$ cat src/rtl/mem_access_unit.sv
// Load/store unit between the MEM pipeline stage and a single-beat memory bus.
// Drives byte lanes for stores, extends loads, and watches for a bus that never acks.
module mem_access_unit #(
    parameter int WIDTH   = 32,
    parameter int TIMEOUT = 255
) (
    input  logic             clk,
    input  logic             rst_n,
    input  logic [WIDTH-1:0] ALUResultM,
    input  logic [WIDTH-1:0] WriteDataM,
    input  logic             MemWriteM,
    input  logic [1:0]       ResultSrcM,
    input  logic [2:0]       AddrModeM,
    output logic             mem_req,
    output logic             mem_we,
    output logic [WIDTH-1:0] mem_addr,
    output logic [WIDTH-1:0] mem_wdata,
    output logic [3:0]       mem_be,
    input  logic             mem_ack,
    input  logic [WIDTH-1:0] mem_rdata,
    output logic             StallM,
    output logic [WIDTH-1:0] ReadDataM,
    output logic             MisalignM,
    output logic             BusErrM
);

    typedef enum logic [1:0] {IDLE, BUSY, DONE} state_t;
    localparam logic [1:0] SZ_B = 2'd0, SZ_H = 2'd1, SZ_W = 2'd2;

    state_t           state_q;
    logic             req_q, we_q, buserr_q, uns_q;
    logic [WIDTH-1:0] addr_q, wdata_q, rdata_q;
    logic [3:0]       be_q;
    logic [1:0]       size_q, off_q;
    logic [7:0]       wd_q;

    logic             is_load, access, misaligned;
    logic [1:0]       size_d, off_d;
    logic [3:0]       be_d;
    logic [WIDTH-1:0] wdata_d, shifted, load_ext;
    logic [8:0]       wd_inc;

    assign is_load = (ResultSrcM == 2'b01);
    assign access  = MemWriteM | is_load;
    assign off_d   = ALUResultM[1:0];

    // Reserved encodings fall through to word accesses.
    always_comb begin
        case (AddrModeM)
            3'b000, 3'b100: size_d = SZ_B;
            3'b001, 3'b101: size_d = SZ_H;
            default:        size_d = SZ_W;
        endcase
    end

    assign misaligned = ((size_d == SZ_W) && (off_d != 2'b00)) ||
                        ((size_d == SZ_H) && off_d[0]);

    always_comb begin
        be_d    = 4'b1111;
        wdata_d = WriteDataM;
        if (MemWriteM) begin
            case (size_d)
                SZ_B: begin
                    be_d    = 4'b0001 << off_d;
                    wdata_d = {4{WriteDataM[7:0]}};
                end
                SZ_H: begin
                    be_d    = 4'b0011 << off_d;
                    wdata_d = {2{WriteDataM[15:0]}};
                end
                default: begin
                    be_d    = 4'b1111;
                    wdata_d = WriteDataM;
                end
            endcase
        end
    end

    assign shifted = mem_rdata >> {off_q, 3'b000};

    always_comb begin
        case (size_q)
            SZ_B:    load_ext = uns_q ? {24'd0, shifted[7:0]}
                                      : {{24{shifted[7]}}, shifted[7:0]};
            SZ_H:    load_ext = uns_q ? {16'd0, shifted[15:0]}
                                      : {{16{shifted[15]}}, shifted[15:0]};
            default: load_ext = mem_rdata;
        endcase
    end

    assign wd_inc = {1'b0, wd_q} + 9'd1;

    always_ff @(posedge clk or negedge rst_n) begin
        if (!rst_n) begin
            state_q  <= IDLE;
            req_q    <= 1'b0;
            we_q     <= 1'b0;
            addr_q   <= '0;
            wdata_q  <= '0;
            be_q     <= 4'b0000;
            size_q   <= SZ_W;
            uns_q    <= 1'b0;
            off_q    <= 2'b00;
            rdata_q  <= '0;
            buserr_q <= 1'b0;
            wd_q     <= 8'd0;
        end else begin
            case (state_q)
                IDLE: begin
                    if (access && !misaligned) begin
                        state_q  <= BUSY;
                        req_q    <= 1'b1;
                        we_q     <= MemWriteM;
                        addr_q   <= {ALUResultM[WIDTH-1:2], 2'b00};
                        wdata_q  <= wdata_d;
                        be_q     <= be_d;
                        size_q   <= size_d;
                        uns_q    <= AddrModeM[2];
                        off_q    <= off_d;
                        wd_q     <= 8'd0;
                        buserr_q <= 1'b0;
                    end
                end
                BUSY: begin
                    if (mem_ack) begin
                        state_q <= DONE;
                        req_q   <= 1'b0;
                        if (!we_q) rdata_q <= load_ext;
                    end else begin
                        wd_q <= wd_inc[7:0];
                        if (wd_inc == 9'(TIMEOUT)) begin
                            state_q  <= DONE;
                            req_q    <= 1'b0;
                            buserr_q <= 1'b1;
                            if (!we_q) rdata_q <= '0;
                        end
                    end
                end
                // The stalled instruction is still presented here; leave without re-arming.
                DONE:    state_q <= IDLE;
                default: state_q <= IDLE;
            endcase
        end
    end

    assign mem_req   = req_q;
    assign mem_we    = we_q;
    assign mem_addr  = addr_q;
    assign mem_wdata = wdata_q;
    assign mem_be    = be_q;
    assign ReadDataM = rdata_q;
    assign BusErrM   = buserr_q;
    assign MisalignM = access & misaligned;
    assign StallM    = (state_q == BUSY) ||
                       ((state_q == IDLE) && access && !misaligned);

endmodule

$ cat config.mk
export PLATFORM = sky130hd
export DESIGN_NAME = mem_access_unit
export DESIGN_NICKNAME = d
export VERILOG_FILES = /design/src/rtl/mem_access_unit.sv
export SDC_FILE = /design/constraint.sdc
export NUM_CORES = 1
export LEC_CHECK = 0
export BUFFER_PORTS_ARGS = -buffer_cell sky130_fd_sc_hd__buf_2
export CORE_ASPECT_RATIO = 2
export CORE_MARGIN = 10
export CORE_UTILIZATION = 49
export CTS_CLUSTER_DIAMETER = 120
export DETAILED_ROUTE_END_ITERATION = 8
export GPL_TIMING_DRIVEN = 0
export PLACE_DENSITY_LB_ADDON = 0.15
export SLEW_MARGIN = 40
export SYNTH_ARGS = -nofsm -noshare
export SYNTH_HDL_FRONTEND = slang
export SYNTH_SLANG_ARGS = --single-unit
$ cat constraint.sdc
create_clock -name clk -period 2.4 [get_ports clk]
set_input_delay 0.24 -clock clk [delete_from_list [all_inputs] [get_ports clk]]
set_output_delay 0.24 -clock clk [all_outputs]
set_load 0.005 [all_outputs]
Yosys cells after proc, flatten, opt, wreduce, memory -nomap -nowiden
Index checks and enable logic that the tools add are counted.
{"block": "classes", "n_addsub": 1, "reduce_logical": 23, "shift": 3, "bitwise": 3, "n_mux": 27, "n_eq_ne": 13}
{"cell": "two-way mux 32 bit", "n": 7}
{"cell": "one-hot mux 32 bit (2 select lines)", "n": 2}
{"cell": ">> shifter 32 x 5 -> 16 bit", "n": 1}
{"cell": "two-way mux 8 bit", "n": 2}
{"cell": "one-hot mux 8 bit (2 select lines)", "n": 1}
{"cell": "adder 8 x 1 -> 9 bit (second input constant)", "n": 1}
{"cell": "== test 9 x 8 -> 1 bit (second input constant)", "n": 1}
{"cell": "AND reduction 3 bit", "n": 3}
{"cell": "== test 2 x 1 -> 1 bit (second input constant)", "n": 4}
{"cell": "one-hot mux 2 bit (2 select lines)", "n": 2}
{"cell": "one-hot mux 4 bit (2 select lines)", "n": 1}
{"cell": "== test 3 bit (second input constant)", "n": 2}
{"cell": "logical NOT 2 bit", "n": 3}
{"cell": "two-way mux 1 bit", "n": 6}
{"cell": "two-way mux 2 bit", "n": 3}
{"cell": "!= test 2 bit (second input constant)", "n": 3}
{"cell": "nonzero test 2 bit", "n": 3}
{"cell": "logical AND 1 bit", "n": 5}
{"cell": "two-way mux 4 bit", "n": 1}
{"cell": "one-hot mux 1 bit (2 select lines)", "n": 2}
{"cell": "AND reduction 2 bit", "n": 2}
{"cell": "AND reduction 4 bit", "n": 1}
{"cell": "OR reduction 2 bit", "n": 2}
{"cell": "left shift 1 x 2 -> 4 bit (first input constant)", "n": 1}
{"cell": "10 further kinds", "n": 11}
{"block": "word_totals", "register_bits": 116, "inputBits": 105, "wordCells": 82, "out_inout_bits": 105}

Longest topological paths before layout
Gate-level depths: netlist of the first run.
{"block": "logic_depth", "word_depth": 10, "ltp_mapped": 8, "depth_no_buf": 6}

Worst setup path before layout of the first run
OpenSTA, ideal clock, no wires.
{"block": "synth_timing", "kind": "reg-to-reg", "from": "register wd_q[1]", "to": "register rdata_q[15], in the netlist ReadDataM[15]", "slack_ns": 0.532, "path_stages_with_launch": 9, "setup_time_ns": 0.134, "t_arrival_ns": 1.734, "path_cell_list": "dfrtp_1 -> ha_1 -> nor2b_1 -> mux2i_1 -> a211o_1 -> buf_6 -> o21ai_4 -> buf_6 -> o211ai_2"}
{"block": "synth_via", "elab_chain_len": 4}
{"item": "start, declared", "line": "35", "rtl": "logic [7:0] wd_q;"}
{"item": "start signal, assigned", "line": "131", "rtl": "wd_q <= wd_inc[7:0];"}
{"item": "adder 8 x 1 -> 9 bit", "line": "92", "rtl": "assign wd_inc = {1'b0, wd_q} + 9'd1;"}
{"item": "== test 9 x 8 -> 1 bit", "line": "132", "rtl": "if (wd_inc == 9'(TIMEOUT)) begin"}
{"item": "nonzero test 2 bit (no source line)"}
{"item": "AND reduction 3 bit (no source line)"}
{"item": "end signal, assigned", "line": "129", "rtl": "if (!we_q) rdata_q <= load_ext;"}
{"item": "end, declared", "line": "32", "rtl": "logic [WIDTH-1:0] addr_q, wdata_q, rdata_q;"}
Every way passes these cells.
A chain may end at the register's enable or synchronous reset.

Worst setup path after layout of the first run
Ends and elaborated chain as after synthesis.

==> results of run 1 <==
==> worst paths after layout <==
kind / startpoint / to / slack (ps)
max reg2reg: wd_q[1]$_DFFE_PN0P_ / ReadDataM[15]$_DFFE_PN0P_ / 240
min in group asynchronous: rst_n / ReadDataM[10]$_DFFE_PN0P_ / 360
min reg2reg: mem_wdata[28]$_DFFE_PN0P_ / mem_wdata[28]$_DFFE_PN0P_ / 470
max: wd_q[1]$_DFFE_PN0P_ / ReadDataM[15]$_DFFE_PN0P_ / 240
min: ALUResultM[11] / mem_addr[11]$_DFFE_PN0P_ / 50
max in group asynchronous: rst_n / mem_wdata[27]$_DFFE_PN0P_ / 1390
==> area by class of cell <==
type | instances | area, µm² | area share (%)
inverters | 22 | 82.6 | 1.08
plain buffers | 41 | 241 | 3.15
repair buffers | 209 | 1080 | 14.1
clock buffers | 18 | 429 | 5.59
flip-flops and latches | 116 | 2900 | 37.8
multi-input cells | 394 | 2600 | 33.9
clock inverters | 14 | 155 | 2.02
well taps | 145 | 181 | 2.36
==> sequential cells by signal, indices dropped and copies added (netlist names) <==
name and flops:
BusErrM 1, ReadDataM 32, mem_addr 30, mem_be 4
mem_req 1, mem_wdata 32, mem_we 1, off_q 2
size_q 2, state_q 2, uns_q 1, wd_q 8
==> worst max-delay path: cells and delay by family (launching register included) <==
| family | cells | cell delay, ps |
|---|---|---|
| AOI/OAI and AO/OA | 4 | 900 |
| DFF | 1 | 410 |
| and+or+nand+nor | 1 | 110 |
| buffers and inverters | 1 | 240 |
| adders and majority gates | 1 | 350 |
==> cell families after synthesis <==
kind of cell / share of synthesized area [%]
and+or+nand+nor: 12.3
AOI/OAI and AO/OA: 19.7
DFF: 49.9
muxes: 11.9
buffers and inverters: 5.56
adders and majority gates: 0.430
other: 0.0644
xor gates and xnor gates: 0.150
==> synth_stat cells, drive strengths merged (2+ instances only) <==
cell type / instances
a211oi: 8
a21oi: 16
a2bb2oi: 7
a31oi: 7
buf: 22
clkbuf: 19
dfrtp: 115
ha: 2
inv: 22
mux2: 43
mux2i: 21
nand2: 79
nand2b: 5
nand3: 4
nand4b: 2
nor2: 56
nor2b: 13
nor3: 2
o211ai: 49
o21a: 3
o21ai: 42
o221ai: 8
o31ai: 13
or3: 2
==> placed cells by master (no fill, tap or decap), types with 2 or more instances in the layout <==
cell type and count:
nand3_1 4, a21oi_1 16, ha_1 2, a31oi_1 7, clkbuf_1 19, nand2b_1 5, nor3_1 2, o31ai_1 12
o21a_1 3, nand4b_1 2, nor2b_1 13, clkinv_2 2, o21ai_0 40, inv_1 21, conb_1 2, bufinv_16 2
mux2i_1 21, a211oi_1 7, o221ai_1 8, nor2_1 55, buf_6 8, inv_6 3, buf_4 4, clkbuf_16 17
a2bb2oi_1 7, buf_2 215, o211ai_1 39, dfrtp_1 115, mux2_2 43, clkinvlp_4 2, o211ai_2 10, or3_1 2
clkinv_4 5, nand2_1 79
==> power breakdown <==
part | leakage (nW) | internal [W] | switching [W]
clock network | 0.281 | 0.00154 | 0.000969
logic | 2.10 | 0.00131 | 0.00150
registers | 1.33 | 0.00267 | 0.000453
total | 3.71 | 0.00552 | 0.00292
==> per-layer routing <==
| layer | wire (µm) | share of wire (%) | up-vias | GRT usage [%] |
|---|---|---|---|---|
| li1 | - | - | 2489 | - |
| met1 | 6620 | 35 | 2549 | 21.4 |
| met2 | 10300 | 54 | 214 | 40.6 |
| met3 | 1390 | 7.3 | 46 | 7.55 |
| met4 | 677 | 3.6 | 0 | 11.7 |
| met5 | 0 | 0 | - | 0 |
==> metrics by stage <==
stage | setup TNS, ps | setup slack (ps) | cells
global route | 0 | 70.9 | 959
finish | 0 | 243 | 959
global placement | -29440 | -264 | 925
detailed placement | 0 | 269 | 926
CTS | 0 | 252 | 959
floorplan | 0 | 532 | 573
==> timing repair <==
| action | CTS | global route |
|---|---|---|
| endpoints found under the hold margin | 57 | 0 |
| buffers inserted | 0 | 0 |
| hold buffers | 1 | 0 |
==> impl_results.md, run 1 <==
- Status: finished, final reports clean
- Util after Layout: around two thirds
- Critical Path End Type: flip-flop
- R2R cell count: 7
- Final hold viol count: 0
- Highest Clock Rate: 0.464 GHz
- Initial antenna violation count: 0
- Die area: 16900 µm²
- Post-Syn Area: 5820 µm²
- Slew Limit Fails: 0
- Most area-consuming cells after synthesis: dfrtp_1 49%, mux2_2 8.3%, nand2_1 5.1%
- FFs w/ async S/R, synth: between 90% and 100%
- I/O Pins: 210
- # clock sinks: roughly 120
- Syn_area_per_cell: 10.2 µm²
- ANT cells: 0
- Maxcap violations: 0
- Setup-failing EPs final: 0
- Main flop type after synthesis: dfrtp_1
- CP Max Fanout: 10
- Seq/Total Area, Yosys: 49.9%
- Std-Cell Rows: 56
- Routed WL per cell: 19.8 µm
- Starting Density: approximately 50%
- Via count: 5298
- CTS clk-pin slew, worst paths: approximately 60 ps
- Hold WC Path Type: input pin to flip-flop
- Fillers: about 980
- Core area: around 12000 µm²
- Crit path cell chain: ha_1 -> nand3b_1 -> o21ai_0 -> a32oi_4 -> o21ai_4 -> buf_6 -> o211ai_2
- CTS max path bufs: 2
- Synth cell types: 47
- Yosys top cell area share: about half
- Clk Latency, worst-skew pair: 410 ps
- Slowest stage cell, crit path: dfrtp_1
- PostCTS Resize Cnt: 0
- First-pass GRT wire length: 30300 µm
- RSZ-0062 raised after global routing: no
- Initial drt markers: 260
- Relative slew margins: between 50% and 60%
- Startpoint Class: flip-flop
- Number of synthesized flops with an enable pin: 0
- Post-DP HPWL: 15000 µm
- Nets: 908
- Total global routing overflow: 0
- GR Util All Layers: 22.3%
- Final period util: 89.9%
- Area growth, synth to finish: 31.8%
- Layout cells sized above 1: 39.9%
- RePlAce Congestion: ~0.95
- IO Port Bufs: 207
- Max VDD drop: 0.704 mV
- Die width: approximately 97 µm
- Crit Path Category: flip-flop to flip-flop
- Routed Antenna Nets: 0
- Crit path DAT: 2430 ps
- YS warnings: 0
- # H-tree levels: 4
- Synth Instances: 572
- Largest net degree at the start of global routing: 60
- Skew final: 6.44 ps
- Min-Delay Path Depth: 2
- Area leader, netlist: dfrtp_1
- Register bit total from synthesis: 116
- Root Buffer: clkbuf_16
- Via/cell ratio: 5.52
- Design Area, Final: around 7700 µm²
- Cell Area, Placed: 7080 µm²
- CTS tree: done
- Die H: 174 µm
- Number of global-route vias before repair: 5817
- Worst-Margin Slew: 677 ps
- Pwr Total: 0.00845 W
- Fin crit period: around 2200 ps
- Pwr/cell area: 1100 nW/µm²
- Final WL: 19000 µm
- Leakage: 3.71 nW
- DRT Pass-1 Iters: 5
- Final hold slack: 53.1 ps
- DRC violations left: 0
- Worst EP required: roughly 2700 ps
- Max incr delay on CP: around 410 ps
- Cts bufs inserted: 17
Note: power is estimated with default switching activity, not from simulation.
==> run 2: changes to the inputs <==
CTS_BUF_LIST = sky130_fd_sc_hd__clkbuf_2 sky130_fd_sc_hd__clkbuf_4 sky130_fd_sc_hd__clkbuf_8   (was default)
==> run 2 against run 1 <==
Clock skew rose by 5.9 ps. First-iteration DRC count fell by 2.7%. Sequential power barely moved. Maximum frequency rose by 0.92%. Setup slack improved by 20 ps. Sequential cell count did not move. Design area fell by 2.4%. Critical path depth did not move. Hold slack got worse by 23 ps. Clock power fell by 27%.
==> impl_results.md, run 2 (same netlist as run 1, synthesis figures left out) <==
- Hold WC Path Type: input pin to flip-flop
- Number of global-route vias before repair: 5800
- Crit Path Category: flip-flop to flip-flop
- Total global routing overflow: 0
- Final period util: 89.1%
- Clk Latency, worst-skew pair: 440 ps
- Die width: between 90 and 100 µm
- Worst reg2reg endpoint: ReadDataM[15]$_DFFE_PN0P_
- CP Max Fanout: 10
- Relative slew margins: a little under three fifths
- Core area: 11700 µm²
- ANT cells: 0
- Starting Density: around half
- Die area: 16900 µm²
- Final hold viol count: 0
- GR Util All Layers: 22.0%
- # clock sinks: 116
- Layout cells sized above 1: 40.0%
- Fin crit period: 2140 ps
- Startpoint Class: flip-flop
- Placement Setup Slack: 269 ps
- Leakage: 3.62 nW
- DRC violations left: 0
- Die H: 174 µm
- Largest net degree at the start of global routing: 60
- Maxcap violations: 0
- Status: finished, final reports clean
- Crit path DAT: 2450 ps
- DRT Pass-1 Iters: 7
- CTS tree: done
- Worst EP required: 2710 ps
- Std-Cell Rows: 56
- Nets: 908
- Cts bufs inserted: 17
- Skew final: 12.3 ps
- Flop2flop setup slack: 260 ps
- Min-Delay Path Depth: 2
- Via count: 5300
- RePlAce Congestion: ~0.95
- Initial antenna violation count: 0
- Area growth, synth to finish: 28.6%
- Slew Limit Fails: 0
- Highest Clock Rate: 0.468 GHz
- Initial drt markers: 253
- I/O Pins: 210
- Hold Path End: mem_addr[8]$_DFFE_PN0P_
- Routed WL per cell: 19.6 µm
- Hold Crit Start: ALUResultM[8]
- Critical Path End Type: flip-flop
- R2R cell count: 7
- Pwr/cell area: 1030 nW/µm²
- Fillers: 1004
- IO Port Bufs: 207
- Via/cell ratio: 5.53
- First-pass GRT wire length: 30100 µm
- Worst-Margin Slew: 670 ps
- Max VDD drop: a little over 0.6 mV
- Commonest cells after routing, fill and taps aside: 215 x buf_2, 115 x dfrtp_1, 79 x nand2_1
- RR Startpoint: wd_q[1]$_DFFE_PN0P_
- Commonest non-fill, non-tap cell in the layout: buf_2
- Pwr Total: 0.00775 W
- Final WL: 18800 µm
- Post-DP HPWL: 15000 µm
- Fin cells: between 900 and 1000
- Worst setup margin: 262 ps
- Root Buffer: clkbuf_8
- Placed insts: 926
- # H-tree levels: 4
- CTS clk-pin slew, worst paths: 80 ps
- Sum Neg Setup Slack: 0 ps
- RSZ-0062 raised after global routing: no
- Final hold slack: roughly 30 ps
- Routed Antenna Nets: 0
- Setup-failing EPs final: 0
- CTS max path bufs: 2
[run 2: cell counts in the layout (fill, tap and decap cells not counted)]
Identical to the previous run, type by type.
[run 2: worst max-delay path by stage]
stage | startpoint | endpoint | slack, ps | cells after the start
5_1_grt | wd_q[1]$_DFFE_PN0P_ | ReadDataM[8]$_DFFE_PN0P_ | 70 | 7
2_1_floorplan | wd_q[1]$_DFFE_PN0P_ | ReadDataM[15]$_DFFE_PN0P_ | 530 | 8
3_3_place_gp | rst_n | wd_q[3]$_DFFE_PN0P_ | -260 | 1
6_report | wd_q[1]$_DFFE_PN0P_ | ReadDataM[15]$_DFFE_PN0P_ | 260 | 7
3_5_place_dp | wd_q[1]$_DFFE_PN0P_ | ReadDataM[11]$_DFFE_PN0P_ | 270 | 7
4_1_cts | wd_q[1]$_DFFE_PN0P_ | ReadDataM[11]$_DFFE_PN0P_ | 260 | 7
[run 2: final cells by class]
class,count,area [µm²],area share (%)
plain buffers,41,241,3.22
clock buffers,18,241,3.22
clock inverters,14,155,2.07
inverters,22,82.6,1.10
multi-input cells,394,2600,34.7
flip-flops and latches,116,2900,38.8
well taps,145,181,2.42
repair buffers,209,1080,14.5
[run 2: repair_timing]
| item | 4_1_cts | 5_1_grt |
|---|---|---|
| hold buffers | 1 | 0 |
| hold endpoints to repair | 57 | 0 |
| setup buffers | 0 | 0 |
| gates resized for setup | 0 | 0 |
[run 2: power breakdown]
part	internal, W	switching [W]
clock	0.000946	0.000878
combinational	0.00131	0.00150
sequential	0.00267	0.000450
[run 2: metal layers]
| metal | GRT usage [%] | vias to the layer above | routed length (µm) |
|---|---|---|---|
| li1 | - | 2483 | - |
| met1 | 21.3 | 2533 | 6460 |
| met2 | 40.2 | 234 | 10100 |
| met3 | 6.71 | 50 | 1420 |
| met4 | 12.1 | 0 | 761 |
| met5 | 0 | - | 0 |
[run 2: per-stage QoR]
step / cell area (µm²) / utilization (%)
global placement: 7050 / 60.2
global route: 7490 / 64.0
finish: 7490 / 64.0
CTS: 7490 / 64.0
floorplan: 5830 / -
detailed placement: 7080 / 60.5
[run 2: worst max-delay path: stages (launching register included)]
cell,delay [ps]
dfrtp_1,410
ha_1,360
nand3b_1,110
o21ai_0,290
a32oi_4,180
o21ai_4,350
buf_6,230
o211ai_2,80
==> run 3: changes to the inputs <==
CORE_MARGIN = default   (was 10)
MAX_ROUTING_LAYER = met4   (was default)
==> run 3 against run 2 <==
Register-to-register slack lost 50 ps. Critical endpoint is now state_q[0]$_DFFE_PN0P_. Clock power is essentially flat. First-iteration DRC count shrank 9.9%. Largest power group unchanged. Clock-buffer cell count is the same. Setup slack lost 46 ps. Sequential share of layout area is essentially flat. Power shrank 0.74%. Die area shrank 27%.
==> impl_results.md, run 3 (same netlist as run 1, synthesis figures left out) <==
- IO Port Bufs: 207
- # clock sinks: 116
- First-pass GRT wire length: 26900 µm
- Leakage: approximately 3.6 nW
- Die H: 156 µm
- Number of global-route vias before repair: 5500
- Cts bufs inserted: 17
- Pwr Total: slightly below 0.008 W
- Area growth, synth to finish: 28.7%
- Worst EP required: 2690 ps
- R2R cell count: 8
- Routed Antenna Nets: 0
- Maxcap violations: 0
- Fin crit period: between 2000 and 2500 ps
- RR Startpoint: wd_q[1]$_DFFE_PN0P_
- Std-Cell Rows: 56
- # H-tree levels: 4
- DRT Pass-1 Iters: 4
- Commonest non-fill, non-tap cell in the layout: buf_2
- Clk Latency, worst-skew pair: 420 ps
- I/O Pins: 210
- Crit. Startpoint: wd_q[1]$_DFFE_PN0P_
- Skew final: 16.8 ps
- RePlAce Congestion: just over 0.9
- GR Util All Layers: 29.3%
- Max VDD drop: 0.661 mV
- Slowest stage cell, crit path: dfrtp_1
- Layout cells sized above 1: between 40 and 50%
- Max incr delay on CP: 430 ps
- Worst Setup EP: state_q[0]$_DFFE_PN0P_
- Worst reg2reg endpoint: state_q[0]$_DFFE_PN0P_
- Area of the multi-input gates: 2600 µm²
- Top sig layer: met4
- Crit path cell chain: ha_1 -> nor2b_1 -> mux2i_1 -> a211o_1 -> buf_6 -> buf_2 -> o21ai_0 -> nand2_1
- Crit Path Category: flip-flop to flip-flop
- Die area: approximately 12000 µm²
- ANT cells: 0
- DRC violations left: 0
- Critical Path End Type: flip-flop
- CTS max path bufs: 2
- Starting Density: 50.1%
- Relative slew margins: 54.9%
- Flop2flop setup slack: 220 ps
- Fillers: approximately 1000
- Met3 Wirelength: 867 µm
- Initial antenna violation count: 0
- WL met2: 9250 µm
- Initial drt markers: 228
- Post-CTS Setup Repair Bufs: 0
- Placement Setup Slack: 148 ps
- Final WL: 16700 µm
- Largest net degree at the start of global routing: 69
- Post-DP HPWL: 12900 µm
- Final hold viol count: 0
- RSZ-0062 raised after global routing: no
- Via count: 5293
- Worst setup margin: between 200 and 250 ps
- Worst-Margin Slew: 676 ps
- Root Buffer: clkbuf_8
- Slew Limit Fails: 0
- Hold WC Path Type: input pin to flip-flop
- Total global routing overflow: 0
- Final period util: 91.0%
- CP Max Fanout: 10
- Status: finished, final reports clean
- Core area: 11600 µm²
- Reg area: 2900 µm²
- Setup-failing EPs final: 0
- Pwr/cell area: around 1000 nW/µm²
- Routed WL per cell: 17.4 µm
- Highest Clock Rate: 0.458 GHz
- CTS tree: done
- Die width: 79.1 µm
- Met1 Wirelength: 5740 µm
- Crit path DAT: 2470 ps
- Nets: 908
- Commonest cells after routing, fill and taps aside: 215 x buf_2, 115 x dfrtp_1, 79 x nand2_1
- Startpoint Class: flip-flop
- CTS clk-pin slew, worst paths: 80 ps
- Via/cell ratio: 5.52
## run 3: layout make-up
cell class	count	area share, %
well taps	145	2.42
repair buffers	209	14.5
flip-flops and latches	116	38.8
clock buffers	18	3.31
plain buffers	41	3.22
inverters	22	1.10
clock inverters	14	2.04
multi-input cells	394	34.7
## run 3: what timing repair did
action / 4_1_cts / 5_1_grt
hold buffers: 1 / 0
resized for setup: 0 / 1
endpoints found under the setup margin: 0 / 11
endpoints found under the hold margin: 47 / 0
## run 3: how the worst min path moves through the flow
stage                              startpoint                         to  depth (start not counted)  slack [ps]
finish                         ALUResultM[18]   mem_addr[18]$_DFFE_PN0P_                          2          40
global route                   ALUResultM[23]   mem_addr[23]$_DFFE_PN0P_                          2          20
CTS                            ALUResultM[18]   mem_addr[18]$_DFFE_PN0P_                          2          30
detailed placement                      rst_n   ReadDataM[0]$_DFFE_PN0P_                          1         170
global placement    mem_wdata[27]$_DFFE_PN0P_  mem_wdata[27]$_DFFE_PN0P_                          2         460
floorplan                               rst_n        BusErrM$_DFFE_PN0P_                          0         -60
## run 3: worst max-delay path: cells and delay by family (launching register included)
kind | cells | cell delay [ps]
adders and majority gates | 1 | 320
and+or+nand+nor | 2 | 230
muxes | 1 | 70
buffers and inverters | 2 | 330
AOI/OAI and AO/OA | 2 | 660
DFF | 1 | 430
## run 3: metrics by stage
| step | hold slack (ps) | util (%) | instances | setup TNS (ps) | cell area [µm²] |
|---|---|---|---|---|---|
| finish | 43.8 | 64.4 | 959 | 0 | 7490 |
| global route | 23.6 | 64.4 | 959 | 0 | 7490 |
| CTS | 25.9 | 64.4 | 959 | 0 | 7490 |
| detailed placement | 173 | 60.9 | 926 | 0 | 7080 |
| global placement | 457 | 60.6 | 925 | -32020 | 7050 |
| floorplan | -55.6 | - | 573 | 0 | 5830 |
## run 3: routing by layer
metal	GRT usage [%]	vias to the layer above
met5	-	-
met4	17.9	0
met3	5.15	49
met2	52.1	210
met1	28.8	2545
li1	-	2489
## run 3: power breakdown
group / total (W) / internal [W] / switching (W)
logic: 0.00275 / 0.00131 / 0.00144
clock network: 0.00182 / 0.000958 / 0.000863
registers: 0.00312 / 0.00267 / 0.000452
total: 0.00769 / 0.00493 / 0.00276
